<file path="config.mk">
export PLATFORM = sky130hd
export DESIGN_NAME = param_stream_reader_flat
export DESIGN_NICKNAME = d
export VERILOG_FILES = /design/src/rtl/param_stream_reader_if.sv /design/src/rtl/param_stream_reader.sv /design/src/flat_wrapper.sv
export SDC_FILE = /design/constraint.sdc
export NUM_CORES = 1
export LEC_CHECK = 0
export ABC_AREA = 1
export CORE_ASPECT_RATIO = 1.1
export CORE_UTILIZATION = 54
export DETAILED_ROUTE_END_ITERATION = 10
export GPL_TIMING_DRIVEN = 0
export PLACE_DENSITY = 0.84
export SYNTH_ARGS = -nofsm -noshare
export SYNTH_HDL_FRONTEND = slang
export SYNTH_SLANG_ARGS = --single-unit
</file>
<file path="constraint.sdc">
create_clock -name clk -period 4.1 [get_ports clk]
set_input_delay 0.615 -clock clk [delete_from_list [all_inputs] [get_ports clk]]
set_output_delay 0.615 -clock clk [all_outputs]
set_load 0.005 [all_outputs]
</file>
<file path="src/rtl/param_stream_reader_if.sv">
// Bus bundle for the parameter stream reader: the params-memory read port and the
// valid/ready word stream toward the compute datapath.
interface param_stream_reader_if #(
    parameter int DATA_W = 16,
    parameter int ADDR_W = 15
);
    logic              mem_rd_en;
    logic [ADDR_W-1:0] mem_rd_addr;
    logic [DATA_W-1:0] mem_rd_data;
    logic              out_valid;
    logic              out_ready;
    logic [DATA_W-1:0] out_data;

    modport master (
        output mem_rd_en,
        output mem_rd_addr,
        input  mem_rd_data,
        output out_valid,
        input  out_ready,
        output out_data
    );

    modport slave (
        input  mem_rd_en,
        input  mem_rd_addr,
        output mem_rd_data,
        input  out_valid,
        output out_ready,
        input  out_data
    );
endinterface

</file>
<file path="src/rtl/param_stream_reader.sv">
// Burst reader for the parameters memory: reads a contiguous range, absorbs the
// 1-cycle read latency and streams words in order through a 2-entry skid FIFO.
module param_stream_reader #(
    parameter int DATA_W = 16,
    parameter int ADDR_W = 15,
    parameter int LEN_W  = 16
) (
    input  logic                 clk,
    input  logic                 rst_n,
    input  logic                 start,
    input  logic [ADDR_W-1:0]    base_addr,
    input  logic [LEN_W-1:0]     length,
    output logic                 busy,
    output logic                 done,
    param_stream_reader_if.master bus
);

    typedef enum logic [1:0] {
        IDLE   = 2'd0,
        STREAM = 2'd1,
        DRAIN  = 2'd2,
        DONE   = 2'd3
    } state_t;

    state_t            state;
    state_t            state_next;

    logic [ADDR_W-1:0] base_q;
    logic [LEN_W-1:0]  len_q;
    logic [LEN_W-1:0]  issued;
    logic [ADDR_W-1:0] last_addr;
    logic [ADDR_W-1:0] cur_addr;
    logic              inflight;
    logic              rd_en;

    logic [DATA_W-1:0] fifo_mem [2];
    logic              wr_ptr;
    logic              rd_ptr;
    logic [1:0]        fifo_count;
    logic [1:0]        count_next;
    logic              push;
    logic              pop;
    logic [2:0]        occupancy;

    assign push       = inflight;
    assign pop        = bus.out_valid & bus.out_ready;
    assign count_next = fifo_count + {1'b0, push} - {1'b0, pop};
    assign cur_addr   = base_q + ADDR_W'(issued);

    // Words buffered plus the one in flight, after this cycle's pop; the memory
    // cannot stall, so a read is only issued if its data is sure to have a slot.
    assign occupancy  = {1'b0, fifo_count} + {2'b0, inflight} - {2'b0, pop};

    always_comb begin
        state_next = state;
        rd_en      = 1'b0;
        case (state)
            IDLE: begin
                if (start) begin
                    state_next = (length == '0) ? DONE : STREAM;
                end
            end
            STREAM: begin
                rd_en = (occupancy < 3'd2);
                if (rd_en && (issued == len_q - LEN_W'(1))) begin
                    state_next = DRAIN;
                end
            end
            DRAIN: begin
                if (count_next == 2'd0) begin
                    state_next = DONE;
                end
            end
            DONE: begin
                state_next = IDLE;
            end
            default: begin
                state_next = IDLE;
            end
        endcase
    end

    assign busy            = (state != IDLE);
    assign done            = (state == DONE);
    assign bus.mem_rd_en   = rd_en;
    assign bus.mem_rd_addr = rd_en ? cur_addr : last_addr;
    assign bus.out_valid   = (fifo_count != 2'd0);
    assign bus.out_data    = fifo_mem[rd_ptr];

    always_ff @(posedge clk) begin
        if (!rst_n) begin
            state     <= IDLE;
            base_q    <= '0;
            len_q     <= '0;
            issued    <= '0;
            last_addr <= '0;
            inflight  <= 1'b0;
        end else begin
            state    <= state_next;
            inflight <= rd_en;
            if (state == IDLE && start) begin
                base_q <= base_addr;
                len_q  <= length;
                issued <= '0;
            end
            if (rd_en) begin
                issued    <= issued + LEN_W'(1);
                last_addr <= cur_addr;
            end
        end
    end

    // Reset drops inflight, so data answering a pre-reset read is never pushed.
    always_ff @(posedge clk) begin
        if (!rst_n) begin
            fifo_mem[0] <= '0;
            fifo_mem[1] <= '0;
            wr_ptr      <= 1'b0;
            rd_ptr      <= 1'b0;
            fifo_count  <= 2'd0;
        end else begin
            if (push) begin
                fifo_mem[wr_ptr] <= bus.mem_rd_data;
                wr_ptr           <= ~wr_ptr;
            end
            if (pop) begin
                rd_ptr <= ~rd_ptr;
            end
            fifo_count <= count_next;
        end
    end

    a_no_push_when_full: assert property (
        @(posedge clk) disable iff (!rst_n) !(push && fifo_count == 2'd2)
    );

    a_no_pop_when_empty: assert property (
        @(posedge clk) disable iff (!rst_n) !(pop && fifo_count == 2'd0)
    );

endmodule
</file>
<file path="src/flat_wrapper.sv">
// flat-port wrapper written by rule: the top's interface ports become plain ports
module param_stream_reader_flat 
#(
    parameter int DATA_W = 16,
    parameter int ADDR_W = 15,
    parameter int LEN_W  = 16
)
  (clk, rst_n, start, base_addr, length, busy, done, bus_mem_rd_en, bus_mem_rd_addr, bus_mem_rd_data, bus_out_valid, bus_out_ready, bus_out_data);
  param_stream_reader_if #(.DATA_W(DATA_W), .ADDR_W(ADDR_W)) bus_i ();
  input  logic clk;
  input  logic rst_n;
  input  logic start;
  input  logic [ADDR_W-1:0] base_addr;
  input  logic [LEN_W-1:0] length;
  output logic busy;
  output logic done;
  output wire logic [$bits(bus_i.mem_rd_en)-1:0] bus_mem_rd_en;
  output wire logic [$bits(bus_i.mem_rd_addr)-1:0] bus_mem_rd_addr;
  input wire logic [$bits(bus_i.mem_rd_data)-1:0] bus_mem_rd_data;
  output wire logic [$bits(bus_i.out_valid)-1:0] bus_out_valid;
  input wire logic [$bits(bus_i.out_ready)-1:0] bus_out_ready;
  output wire logic [$bits(bus_i.out_data)-1:0] bus_out_data;
  assign bus_mem_rd_en = bus_i.mem_rd_en;
  assign bus_mem_rd_addr = bus_i.mem_rd_addr;
  assign bus_i.mem_rd_data = bus_mem_rd_data;
  assign bus_out_valid = bus_i.out_valid;
  assign bus_i.out_ready = bus_out_ready;
  assign bus_out_data = bus_i.out_data;
  param_stream_reader #(.DATA_W(DATA_W), .ADDR_W(ADDR_W), .LEN_W(LEN_W)) u_core (.clk(clk), .rst_n(rst_n), .start(start), .base_addr(base_addr), .length(length), .busy(busy), .done(done), .bus(bus_i));
endmodule
</file>
==> flow_summary.yaml <==
final_layout:
  final_common_cell: "nand2_1"
  antenna_cells: 0
  fin_nets: 900
  final_cell_mix: "125 x nand2_1, 99 x nor2_1, 96 x inv_1, 69 x dfxtp_1, 69 x clkdlybuf4s50_1"
  layout.cells.non_filler: 949
  syn2layout_area_growth_pct: 24.0
  drive_gt1_share_pct: 10.1
  nFillCells: 833
  fin_area_sq_um: 6890
min_path:
  hold_class: "reg2reg"
place:
  dp_cells: 926
  gp_congestion: 0.862
  io_buffers: 84
  place_ws_ns: -0.431
  place_area_sq_um: 6540
  dp_hpwl_um: 10200
synthesis:
  synth_top_cell_by_area: "dfxtp_1"
  avgSynthCellArea_sq_um: 7.69
  yosys.area_share.xor_xnor_pct: 3.00
  synth.area.top_cells: "dfxtp_1 25%, edfxtp_1 17%, nand2_1 8.7%, nor2_1 6.7%, inv_1 6.6%"
  synthDistinctLibCells: 37
  synth-simple-area-share_pct: 24.6
  synth_compound_area_share_pct: 12.2
  ys.flop_type: "dfxtp_1"
  synth_warnings: 0
  synth-edff-count: 32
  synth.area.mux_share_pct: 3.25
  ys_seq_area_share_pct: 42.6
  syn_area_sq_um: 5550
  syn_inst: 722
  ys_ff_latch: 102
  synth_fp_nets: 798
  async_reset_ff_share_pct: 0
  yosysTopAreaCellShare_pct: 25.2
  synthAdderAreaFrac_pct: 5.90
  synth_top_family_by_area: "simple AND/OR/NAND/NOR gates"
floorplanning:
  rows: 38
  dieArea_sq_um: 10700
  die_y_um: 108
  die_x_um: 98.7
  io-pin-count: 86
  core_area_sq_um: 9940
  start_util_pct: 55.9
global_routing:
  grt_pass1_wl_um: 21900
  grt_pass1_vias: 4936
  grt_use_total_pct: 26.3
  antenna_found_initial: 0
  grt_start_max_net_pins: 17
  overflow: 0
worst_setup_path:
  worstReg2RegEnd: "u_core.issued[11]"
  cp.depth: 13
  critPathTopFamily: "buffers and inverters"
  max_stage_delay_ns: 0.50
  r2r_start: "u_core.fifo_count[1]"
  path_class: "in2out"
  cp_num_buf_inv: 6
  critPathRequiredTime_ns: 3.48
  cp-start-kind: "input pin"
  crit_start: "bus_out_ready"
  critPathSlowestCell: "clkdlybuf4s50_1"
  crit_arrival_ns: 3.35
  cp-endpoint: "bus_mem_rd_en"
  endpoint_kind: "output port"
  critPathMaxFanout: 10
  path_cells: "clkdlybuf4s50_1 -> nand2_2 -> inv_2 -> ha_1 -> inv_1 -> ha_2 -> fa_2 -> a21oi_2 -> nand2_2 -> nor2_4 -> buf_6 -> buf_6 -> clkdlybuf4s50_1"
  reg2regPathDepth: 20
  r2r_setup_slack_ns: 0.97
pwr:
  power.net_switching_mw: 1.49
  swShare_pct: 37.8
  leakagePower_nw: 3.10
  seq_power_share_pct: 34.4
  peakVddDrop_v: 0.000329
  clock_power_share_pct: 17.5
  intPower_mw: 2.44
  p_per_area_nw_per_um2: 570
  power_frac_comb_pct: 48.1
  power.total_mw: 3.93
route:
  post_drt_via_cell_ratio: 5.37
  drcViolationCount: 0
  routed_wl_um: 13400
  drt-pass1-iter-count: 5
  ant_nets: 0
  vias: 5093
  wire_per_inst_um: 14.1
  drt_iter0_drc: 307
sta:
  final_max_slew_viol_count: 0
  setup_viol: 0
  fin_ws_ns: 0.133
  rsz0062_at_grt: "no"
  finalCriticalPeriod_ns: 3.97
  worst_pin_slew_ns: 0.711
  relSlewSlack_pct: 52.5
  hold_viol: 0
  hold_ws_ns: 0.465
  finClkSkew_ns: 0.0112
  fmax_mhz: 252
  fin_crit_sh_pct: 96.8
status:
  outcome: "finished clean"
clock_tree:
  clk_pin_slew_ns: 0.09
  cts_buffers: 9
  cts.sinks: 102
  cts-htree-levels: 3
  clk_path_buf_depth: 2
  clock-root-buffer: "clkbuf_8"
  clock_latency_ns: 0.37
  cts_tree: "built"
  ctsHoldBuffers: 0
run:
  maxCapViolCount: 0
[power groups by stage]
stage / clock (mW) / sequential (mW) / combinational (mW)
after CTS: 0.693 / 1.35 / 1.83
after global routing: 0.734 / 1.37 / 2.10
after floorplan: 0 / 1.34 / 1.11
after detailed placement: 0 / 1.37 / 1.75
after global placement: 0 / 1.36 / 1.70
final: 0.688 / 1.35 / 1.89
[routing by layer]
| metal | routed length (um) | global-route usage (%) |
|---|---|---|
| met1 | 5660 | 30.2 |
| met2 | 6730 | 48.3 |
| met3 | 623 | 3.23 |
| met4 | 400 | 13.0 |
| met5 | 0 | 0 |
[through the flow]
stage | utilization, % | TNS (ns)
finish | 69.3 | 0
global route | 69.3 | 0
CTS | 69.0 | 0
detailed placement | 65.8 | -4.92
global placement | 65.8 | -3.96
floorplan | - | 0
[repair_timing]
item,in CTS,in global routing
resized for setup,33,9
buffers inserted,6,1
setup endpoints to repair,16,13
pin swaps,2,4
[cells by family after synthesis]
group                    after synthesis
flip-flops                           102
adder cells (fa/ha/maj)               25
multiplexers                          16
XOR/XNOR                              19
AO/OA/AOI/OAI                        126
AND/OR/NAND/NOR                      310
buffers and inverters                124
[registers in the layout, indices dropped and copies added, names as in the netlist, named ones only]
register,flops
u_core.state,2
u_core.inflight,1
u_core.fifo_count,2
u_core.wr_ptr,1
u_core.last_addr,15
u_core.issued,16
u_core.base_q,15
u_core.rd_ptr,1
u_core.fifo_mem,32
u_core.len_q,16
[worst min-delay path by stage]
stage	startpoint	end	slack [ns]	cells past startpoint
floorplan	u_core.rd_ptr	register	0.43	1
global route	u_core.rd_ptr	register	0.48	1
detailed placement	u_core.rd_ptr	register	0.45	1
CTS	u_core.rd_ptr	register	0.47	1
finish	u_core.rd_ptr	register	0.47	1
global placement	u_core.rd_ptr	u_core.rd_ptr	0.44	1
[cell type report]
class | instances | area [sq um] | area share (%)
well taps | 120 | 150 | 2.18
clock inverters | 7 | 86.3 | 1.25
inverters | 103 | 392 | 5.69
repair buffers | 91 | 887 | 12.9
plain buffers | 21 | 126 | 1.84
multi-input cells | 496 | 2760 | 40.0
flip-flops and latches | 102 | 2360 | 34.3
clock buffers | 9 | 124 | 1.80
[Yosys cell counts (all sizes together) (2+ instances only)]
| library cell | number |
|---|---|
| fa | 2 |
| nor2 | 108 |
| ha | 23 |
| or2 | 11 |
| nand3 | 30 |
| edfxtp | 32 |
| inv | 101 |
| xnor2 | 8 |
| a21o | 4 |
| buf | 3 |
| nand2 | 132 |
| dfxtp | 70 |
| clkbuf | 18 |
| nand4 | 7 |
| and2 | 4 |
| nand3b | 3 |
| mux2 | 16 |
| nor3 | 8 |
| clkinv | 2 |
| a211oi | 9 |
| nor4 | 7 |
| o31ai | 3 |
| o21ai | 51 |
| xor2 | 11 |
| a21oi | 57 |
No activity file was read; power rests on OpenSTA's default activity.
